$ cat config.mk
export PLATFORM = sky130hd
export DESIGN_NAME = uart_tx_fifo
export DESIGN_NICKNAME = d
export VERILOG_FILES = /design/src/rtl/uart_pkg.sv /design/src/rtl/uart_fifo_mem.sv /design/src/rtl/uart_tx_fifo.sv
export SDC_FILE = /design/constraint.sdc
export NUM_CORES = 1
export LEC_CHECK = 0
export CAP_MARGIN = 0
export CORE_ASPECT_RATIO = 1.75
export CORE_MARGIN = 3
export CORE_UTILIZATION = 45
export DETAILED_ROUTE_END_ITERATION = 8
export GPL_TIMING_DRIVEN = 0
export PLACE_DENSITY_LB_ADDON = 0.25
export SLEW_MARGIN = 25
export SYNTH_ARGS = -nofsm -noshare
export SYNTH_HDL_FRONTEND = slang
export SYNTH_SLANG_ARGS = --single-unit
$ cat constraint.sdc
create_clock -name i_clk -period 3.3 [get_ports i_clk]
set_input_delay 0.33 -clock i_clk [delete_from_list [all_inputs] [get_ports i_clk]]
set_output_delay 0.33 -clock i_clk [all_outputs]
set_load 0.05 [all_outputs]
$ cat src/rtl/uart_pkg.sv
// uart_pkg: shared UART constants and the TX FIFO handshake state encoding.
package uart_pkg;

    localparam int UART_DATA_W = 8;

    typedef enum logic [1:0] {
        S_IDLE   = 2'b00,
        S_LAUNCH = 2'b01,
        S_BUSY   = 2'b10,
        S_DONE   = 2'b11
    } tx_fifo_state_t;

endpackage

$ cat src/rtl/uart_fifo_mem.sv
// uart_fifo_mem: circular byte store with registered occupancy flags.
// Pushes while full are dropped; pops while empty are ignored.
module uart_fifo_mem #(
    parameter int DEPTH_LOG2 = 4,
    parameter int DATA_W     = 8
) (
    input  logic                  i_clk,
    input  logic                  i_rst_n,
    input  logic                  i_push,
    input  logic                  i_pop,
    input  logic [DATA_W-1:0]     i_wr_data,
    output logic [DATA_W-1:0]     o_rd_data,
    output logic                  o_full,
    output logic                  o_empty,
    output logic [DEPTH_LOG2:0]   o_count
);

    localparam int DEPTH = 1 << DEPTH_LOG2;
    localparam logic [DEPTH_LOG2:0] FULL_CNT = (DEPTH_LOG2 + 1)'(DEPTH);

    logic [DATA_W-1:0]     r_mem [DEPTH];
    logic [DEPTH_LOG2-1:0] r_wr_ptr;
    logic [DEPTH_LOG2-1:0] r_rd_ptr;
    logic [DEPTH_LOG2:0]   r_count;
    logic                  r_full;
    logic                  r_empty;
    logic                  w_push;
    logic                  w_pop;
    logic [DEPTH_LOG2:0]   w_count_nxt;

    assign w_push      = i_push && !r_full;
    assign w_pop       = i_pop && !r_empty;
    assign w_count_nxt = r_count + (DEPTH_LOG2 + 1)'(w_push) - (DEPTH_LOG2 + 1)'(w_pop);

    // Flags are derived from the next count so they are true registers.
    always_ff @(posedge i_clk or negedge i_rst_n) begin
        if (!i_rst_n) begin
            r_wr_ptr <= '0;
            r_rd_ptr <= '0;
            r_count  <= '0;
            r_full   <= 1'b0;
            r_empty  <= 1'b1;
        end else begin
            if (w_push) r_wr_ptr <= r_wr_ptr + DEPTH_LOG2'(1);
            if (w_pop)  r_rd_ptr <= r_rd_ptr + DEPTH_LOG2'(1);
            r_count <= w_count_nxt;
            r_full  <= w_count_nxt == FULL_CNT;
            r_empty <= w_count_nxt == '0;
        end
    end

    always_ff @(posedge i_clk) begin
        if (w_push) r_mem[r_wr_ptr] <= i_wr_data;
    end

    assign o_rd_data = r_mem[r_rd_ptr];
    assign o_full    = r_full;
    assign o_empty   = r_empty;
    assign o_count   = r_count;

endmodule

$ cat src/rtl/uart_tx_fifo.sv
// uart_tx_fifo: byte queue feeding a UART transmitter via write_en/rdy handshake.
// Define UART_TX_FIFO_OVF_EN to add a sticky o_ovf flag for dropped pushes.
module uart_tx_fifo
    import uart_pkg::*;
#(
    parameter int DEPTH_LOG2 = 4,
    parameter int DATA_W     = UART_DATA_W
) (
    input  logic                  i_clk,
    input  logic                  i_rst_n,
    input  logic                  i_wr_en,
    input  logic [DATA_W-1:0]     i_wr_data,
    output logic                  o_full,
    output logic                  o_empty,
    output logic [DEPTH_LOG2:0]   o_count,
    input  logic                  i_tx_rdy,
    output logic                  o_tx_write_en,
    output logic [DATA_W-1:0]     o_tx_data
`ifdef UART_TX_FIFO_OVF_EN
    ,
    output logic                  o_ovf
`endif
);

    tx_fifo_state_t    r_state;
    tx_fifo_state_t    w_state_nxt;
    logic [DATA_W-1:0] r_tx_data;
    logic [DATA_W-1:0] w_tx_data_nxt;
    logic [DATA_W-1:0] w_head;
    logic              w_pop;

    uart_fifo_mem #(
        .DEPTH_LOG2 (DEPTH_LOG2),
        .DATA_W     (DATA_W)
    ) u_mem (
        .i_clk     (i_clk),
        .i_rst_n   (i_rst_n),
        .i_push    (i_wr_en),
        .i_pop     (w_pop),
        .i_wr_data (i_wr_data),
        .o_rd_data (w_head),
        .o_full    (o_full),
        .o_empty   (o_empty),
        .o_count   (o_count)
    );

    always_ff @(posedge i_clk or negedge i_rst_n) begin
        if (!i_rst_n) begin
            r_state   <= S_IDLE;
            r_tx_data <= '0;
        end else begin
            r_state   <= w_state_nxt;
            r_tx_data <= w_tx_data_nxt;
        end
    end

    // The head entry stays in the FIFO until the transmitter reports completion.
    always_comb begin
        w_state_nxt   = r_state;
        w_tx_data_nxt = r_tx_data;
        w_pop         = 1'b0;
        o_tx_write_en = 1'b0;
        case (r_state)
            S_IDLE: begin
                if (!o_empty && i_tx_rdy) begin
                    w_state_nxt   = S_LAUNCH;
                    w_tx_data_nxt = w_head;
                end
            end
            S_LAUNCH: begin
                o_tx_write_en = 1'b1;
                w_state_nxt   = S_BUSY;
            end
            S_BUSY: begin
                if (!i_tx_rdy) w_state_nxt = S_DONE;
            end
            S_DONE: begin
                if (i_tx_rdy) begin
                    w_state_nxt = S_IDLE;
                    w_pop       = 1'b1;
                end
            end
            default: w_state_nxt = S_IDLE;
        endcase
    end

    assign o_tx_data = r_tx_data;

`ifdef UART_TX_FIFO_OVF_EN
    logic r_ovf;

    always_ff @(posedge i_clk or negedge i_rst_n) begin
        if (!i_rst_n) r_ovf <= 1'b0;
        else if (i_wr_en && o_full) r_ovf <= 1'b1;
    end

    assign o_ovf = r_ovf;
`endif

endmodule

# Word-level counts from Yosys, hierarchy flattened

Memory sizes are Yosys's and may differ from the RTL's. A register that Yosys moved wholly into a read port is not among the register bits.
Index checks and enable logic that the tools add are counted.

Bits in registers: 17
Memory bits (writable): 128
Word-level logic and storage cells: 37
Memories kept: 1

Add/subtract/negate cells: 4
Eq/ne operators: 7
Multiplexer cells: 9
Reductions and logical operators: 10

Memories:

| name        | words | width | rd ports | clocked after memory_dff | write ports | line                | RTL |
|---|---|---|---|---|---|---|---|
| u_mem.r_mem | 16    | 8     | 1        | 1                        | 1           | uart_fifo_mem.sv:21 | `logic [DATA_W-1:0] r_mem [DEPTH];` |

Operators with widths:

| cell                  | number |
|---|---|
| $add A4 B1 Y4 const B | 2 |
| $pmux W2 S4           | 1 |
| $mux W2               | 3 |
| $ne A2 B2 Y1 const B  | 3 |
| $add A5 B1 Y5         | 1 |
| $eq A5 B5 Y1 const B  | 1 |
| $logic_not A5 Y1      | 1 |
| $mux W1               | 5 |
| $sub A5 B1 Y5         | 1 |
| $eq A2 B2 Y1 const B  | 2 |
| $logic_and A1 B1 Y1   | 3 |
| $logic_not A1 Y1      | 3 |
| $reduce_and A3 Y1     | 1 |
| $eq A2 B1 Y1 const B  | 1 |
| $logic_not A2 Y1      | 1 |
| $reduce_and A2 Y1     | 1 |

# Longest topological paths before layout

Depth in word-level cells: 5
Gate-level depth with buffers: 11
Gate-level depth less buffers: 10

# Hierarchy

Synthesis repeated with hierarchy kept, for this count alone.

Cells, all modules: 328
Area total of the unflattened synthesis: 6,266.0 um^2

By module, submodules not included:

| module        | instances | cells an instance | area an instance (um^2) |
|---|---|---|---|
| uart_fifo_mem | 1         | 292               | 5,780.5 |
| uart_tx_fifo  | 1         | 36                | 485.5 |

# Worst setup path after synthesis

Ideal clock, no wire load.

Path type: register -> register
From: reg u_mem.r_empty (netlist: u_mem.o_empty)
To: reg u_mem.r_full (netlist: u_mem.o_full)
Data arrival time: 2.604 ns
Data required time: 3.212 ns
Slack: 0.607 ns
Stages on the path, launching flop included: 11
Period minus slack after synthesis: 2.693 ns
Path through: dfstp_2 and3b_1 clkbuf_1 ha_1 inv_1 ha_1 fa_1 a21o_1 a21oi_1 xnor2_1 nor3b_1

Longest elaborated chain between the ends: 4

Ends and longest elaborated chain:

| what                     | line                | RTL |
|---|---|---|
| from (decl)              | uart_fifo_mem.sv:26 | `logic r_empty;` |
| from (signal assigned)   | uart_fifo_mem.sv:42 | `r_empty <= 1'b1;` |
| from (signal assigned)   | uart_fifo_mem.sv:48 | `r_empty <= w_count_nxt == '0;` |
| $logic_not A1 Y1         | uart_fifo_mem.sv:32 | `assign w_pop = i_pop && !r_empty;` |
| $logic_and A1 B1 Y1      | uart_fifo_mem.sv:32 |  |
| net u_mem.w_pop          | uart_fifo_mem.sv:28 | `logic w_pop;` |
| $sub A5 B1 Y5            | uart_fifo_mem.sv:33 | `assign w_count_nxt = r_count + (DEPTH_LOG2 + 1)'(w_push) - (DEPTH_LOG2 + 1)'(w_pop);` |
| net u_mem.w_count_nxt[4] | uart_fifo_mem.sv:29 | `logic [DEPTH_LOG2:0] w_count_nxt;` |
| $eq A5 B5 Y1             | uart_fifo_mem.sv:47 | `r_full <= w_count_nxt == FULL_CNT;` |
| to (signal assigned)     | uart_fifo_mem.sv:41 | `r_full <= 1'b0;` |
| to (signal assigned)     | uart_fifo_mem.sv:47 |  |
| to (decl)                | uart_fifo_mem.sv:25 | `logic r_full;` |

The timed path passes the listed nets, and every way through them passes these cells.
A chain may end at the register's enable or synchronous reset.

# Final worst setup path

From: reg r_state[0]
To: reg u_mem.r_empty (netlist: u_mem.o_empty)

Longest elaborated chain between the ends: 5

Ends and longest elaborated chain:

| what                     | line                | RTL |
|---|---|---|
| from (decl)              | uart_tx_fifo.sv:25  | `tx_fifo_state_t r_state;` |
| from (signal assigned)   | uart_tx_fifo.sv:52  | `r_state <= w_state_nxt;` |
| $eq A2 B2 Y1             | uart_tx_fifo.sv:63  | `case (r_state)` |
| $mux W1                  | uart_tx_fifo.sv:63  |  |
| $logic_and A1 B1 Y1      | uart_fifo_mem.sv:32 |  |
| net u_mem.w_pop          | uart_fifo_mem.sv:28 |  |
| $sub A5 B1 Y5            | uart_fifo_mem.sv:33 |  |
| net u_mem.w_count_nxt[4] | uart_fifo_mem.sv:29 |  |
| $logic_not A5 Y1         | uart_fifo_mem.sv:48 |  |

The timed path passes the listed nets, and every way through them passes these cells.

==> out/metrics.yaml <==
synth_top_area_frac: 0.618
finClkSkew_ns: 0.0106
critPathArrivalTime_ns: 3.24
ant_nets: 0
endpoint_kind: "flop"
maxSlewHeadroom: 0.540
crit_chain: "ha_1 -> and3b_1 -> clkbuf_1 -> ha_1 -> inv_1 -> ha_1 -> fa_1 -> a21o_1 -> a21oi_1 -> xnor2_1 -> nor3_1"
cts_setup_buffers: 0
die_x_um: 94.8
slew_viol_final: 0
status: "complete, no violations"
tightest_slew_ns: 0.689
clock_latency_ns: 0.43
netlist_instances: 328
top_layer: "met4"
ios: 28
netlist_top_cells_count: "edfxtp_1, dfrtp_1, mux4_2"
cpPeakStageDelay_ns: 0.42
dr.pass1.iters: 4
seqPwrFrac: 0.385
leakagePower_nw: 2.53
drcViolationCount: 0
final.min_clock_period_ns: 2.93
routedLengthMet1_um: 4570
synthFlopType: "edfxtp_1"
first_global_vias: 3239
max_cap_viol_count: 0
numCtsBuffers: 17
hold_viol: 0
synth_seq_cells: 153
port-buffer-count: 27
drive_above_1_share: 0.186
grtUsageTotal: 0.175
synth_warnings: 0
path_clk_slew_ns: 0.07
avgSynthCellArea_um2: 19.0
start_util: 0.462
wl_met2_um: 7140
combPwrFrac: 0.340
slowest_stage: "fa_1"
synth.distinct_cells: 37
p_int_mw: 4.44
std_cell_rows: 56
synthTopCellsByArea: "edfxtp_1, dfrtp_1, mux4_2, mux4_1, ha_1"
async_flop_share: 0.163
drtIter0Drc: 153
synth_area_um2: 6220
antenna_found_initial: 0
cp-start-kind: "flop"
fp.coreArea_um2: 13500
synth-edff-count: 128
crit_path_frequent_cell: "ha_1"
grt_remaining_overflow: 0
post_drt_via_cell_ratio: 5.48
vias: 3080
synth-seq-area-share: 0.719
syn-num-nets: 356
cts_root_buf: "clkbuf_16"
whs_ns: 0.443
die_h_um: 161
crit_required_ns: 3.61
vdd_ir_drop_max_v: 0.000437
cts_sinks: 153
met3_length_um: 431
min_path_type: "in2async"
yosysMostFrequentCell: "edfxtp_1"
finalSetupViolCount: 0
final_cell_area_um2: 7280
dp_hpwl_um: 8620
r2r_setup_slack_ns: 0.37
antenna_cells: 0
wl_per_cell_um: 22.1
grt_pass1_wl_um: 18600
place_area_um2: 6700
switchingPower_mw: 2.26
max_clock_freq_mhz: 341
crit_type: "reg2reg"
setup-tns-final_ns: 0
area_growth_pct: 17.1
yosysTopAreaCell: "edfxtp_1"
cts_max_path_buffers: 2
power.density_nw_per_um2: 920
fin_crit_sh: 0.889
grt_max_degree: 26
die_area_um2: 15300
nets: 403
placed_cells: 529
final_cells: 562
p_sw_frac: 0.337
cts.htree.levels: 4
critPathMaxFanout: 5
grt_setup_unrepaired: "false"
gp_congestion: 0.796
wirelength_um: 12400
power.share.clock: 0.275
cts_tree: "done"
## area by class of cell
cell class | instances | area (µm²)
Sequential cell | 153 | 4470
Timing Repair Buffer | 28 | 275
Clock inverter | 14 | 141
Clock buffer | 18 | 429
Inverter | 12 | 45.0
Fill cell | 1081 | 6170
Buffer | 13 | 78.8
Tap cell | 174 | 218
Multi-Input combinational cell | 150 | 1620
## critical path, delay by kind of cell (launching register included)
kind | cells | cell delay (ns)
and+or+nand+nor | 2 | 0.47
AOI/OAI and AO/OA | 2 | 0.38
adders and majority gates | 4 | 1.18
buffers and inverters | 2 | 0.26
DFF | 1 | 0.40
xor gates and xnor gates | 1 | 0.12
## power groups by stage
stage          clock network [mW]  registers, mW  logic [mW]
6_report                     1.84           2.58        2.28
5_1_grt                      1.97           2.61        2.45
4_1_cts                      1.87           2.58        2.32
3_5_place_dp                    0           2.62        2.30
3_3_place_gp                    0           2.61        2.27
2_1_floorplan                   0           2.85        1.36
## layout by cell type, fill, tap and decap left out, types with 2 or more instances in the layout
cell type and instances:
a21o_1 2, a21oi_1 7, a22oi_1 7, and2_1 16, and3b_1 2, buf_1 2, buf_2 6, clkbuf_1 5
clkbuf_16 17, clkdlybuf4s50_1 26, clkinv_4 2, clkinvlp_4 6, dfrtp_1 24, edfxtp_1 128, ha_1 15, inv_1 12
inv_6 3, inv_8 2, mux2_2 10, mux2i_1 4, mux4_1 9, mux4_2 21, nand2_1 4, nand4_1 2
nor2_1 11, nor2b_1 2, nor3_1 3, nor3b_1 2, o21ai_0 9, o21ai_1 5, o31ai_1 2, xnor2_1 8
xor2_1 2
## sequential cells by signal (all words and copies together), names as in the netlist
| signal | count |
|---|---|
| u_mem.r_mem | 128 |
| o_tx_data | 8 |
| u_mem.o_count | 5 |
| u_mem.r_rd_ptr | 4 |
| u_mem.r_wr_ptr | 4 |
| r_state | 2 |
| u_mem.o_empty | 1 |
| u_mem.o_full | 1 |
## logic make-up after synthesis
| kind of cell | count (synthesis) | synth area share |
|---|---|---|
| flops | 153 | 0.719 |
| simple gates | 46 | 0.0411 |
| compound gates | 34 | 0.0336 |
| fa+ha+maj | 16 | 0.0334 |
| buf+inv | 25 | 0.0199 |
| xor+xnor | 10 | 0.0141 |
| mux | 44 | 0.139 |
## path summary, 6_finish.rpt
path | startpoint | end | cells after the start
worst max-delay path | r_state[0] | u_mem.o_empty | 11
worst min-delay path | i_rst_n | u_mem.r_rd_ptr[2] | 2
worst max register to register | r_state[0] | u_mem.o_empty | 11
worst min register to register | o_tx_data[1] | o_tx_data[1] | 2
max in group asynchronous | i_rst_n | u_mem.r_wr_ptr[0] | 2
min in group i_clk | o_tx_data[1] | o_tx_data[1] | 2
## timing repair
action                    in CTS  in global routing
hold buffers                   1                  0
gates resized for setup        0                  0
hold endpoints to repair      24                  0
## metrics by stage
step	util	worst slack [ns]	total power, mW
floorplan	-	0.607	4.21
global placement	0.498	0.120	4.88
detailed placement	0.498	0.0645	4.93
CTS	0.541	0.303	6.78
global route	0.541	0.209	7.02
finish	0.541	0.367	6.70
## per-layer routing
| metal | global-route usage | vias to the layer above |
|---|---|---|
| li1 | - | 1386 |
| met1 | 0.189 | 1601 |
| met2 | 0.320 | 75 |
| met3 | 0.0419 | 18 |
| met4 | 0.0703 | 0 |
| met5 | 0 | - |
Power figures use the tool's default switching activity.
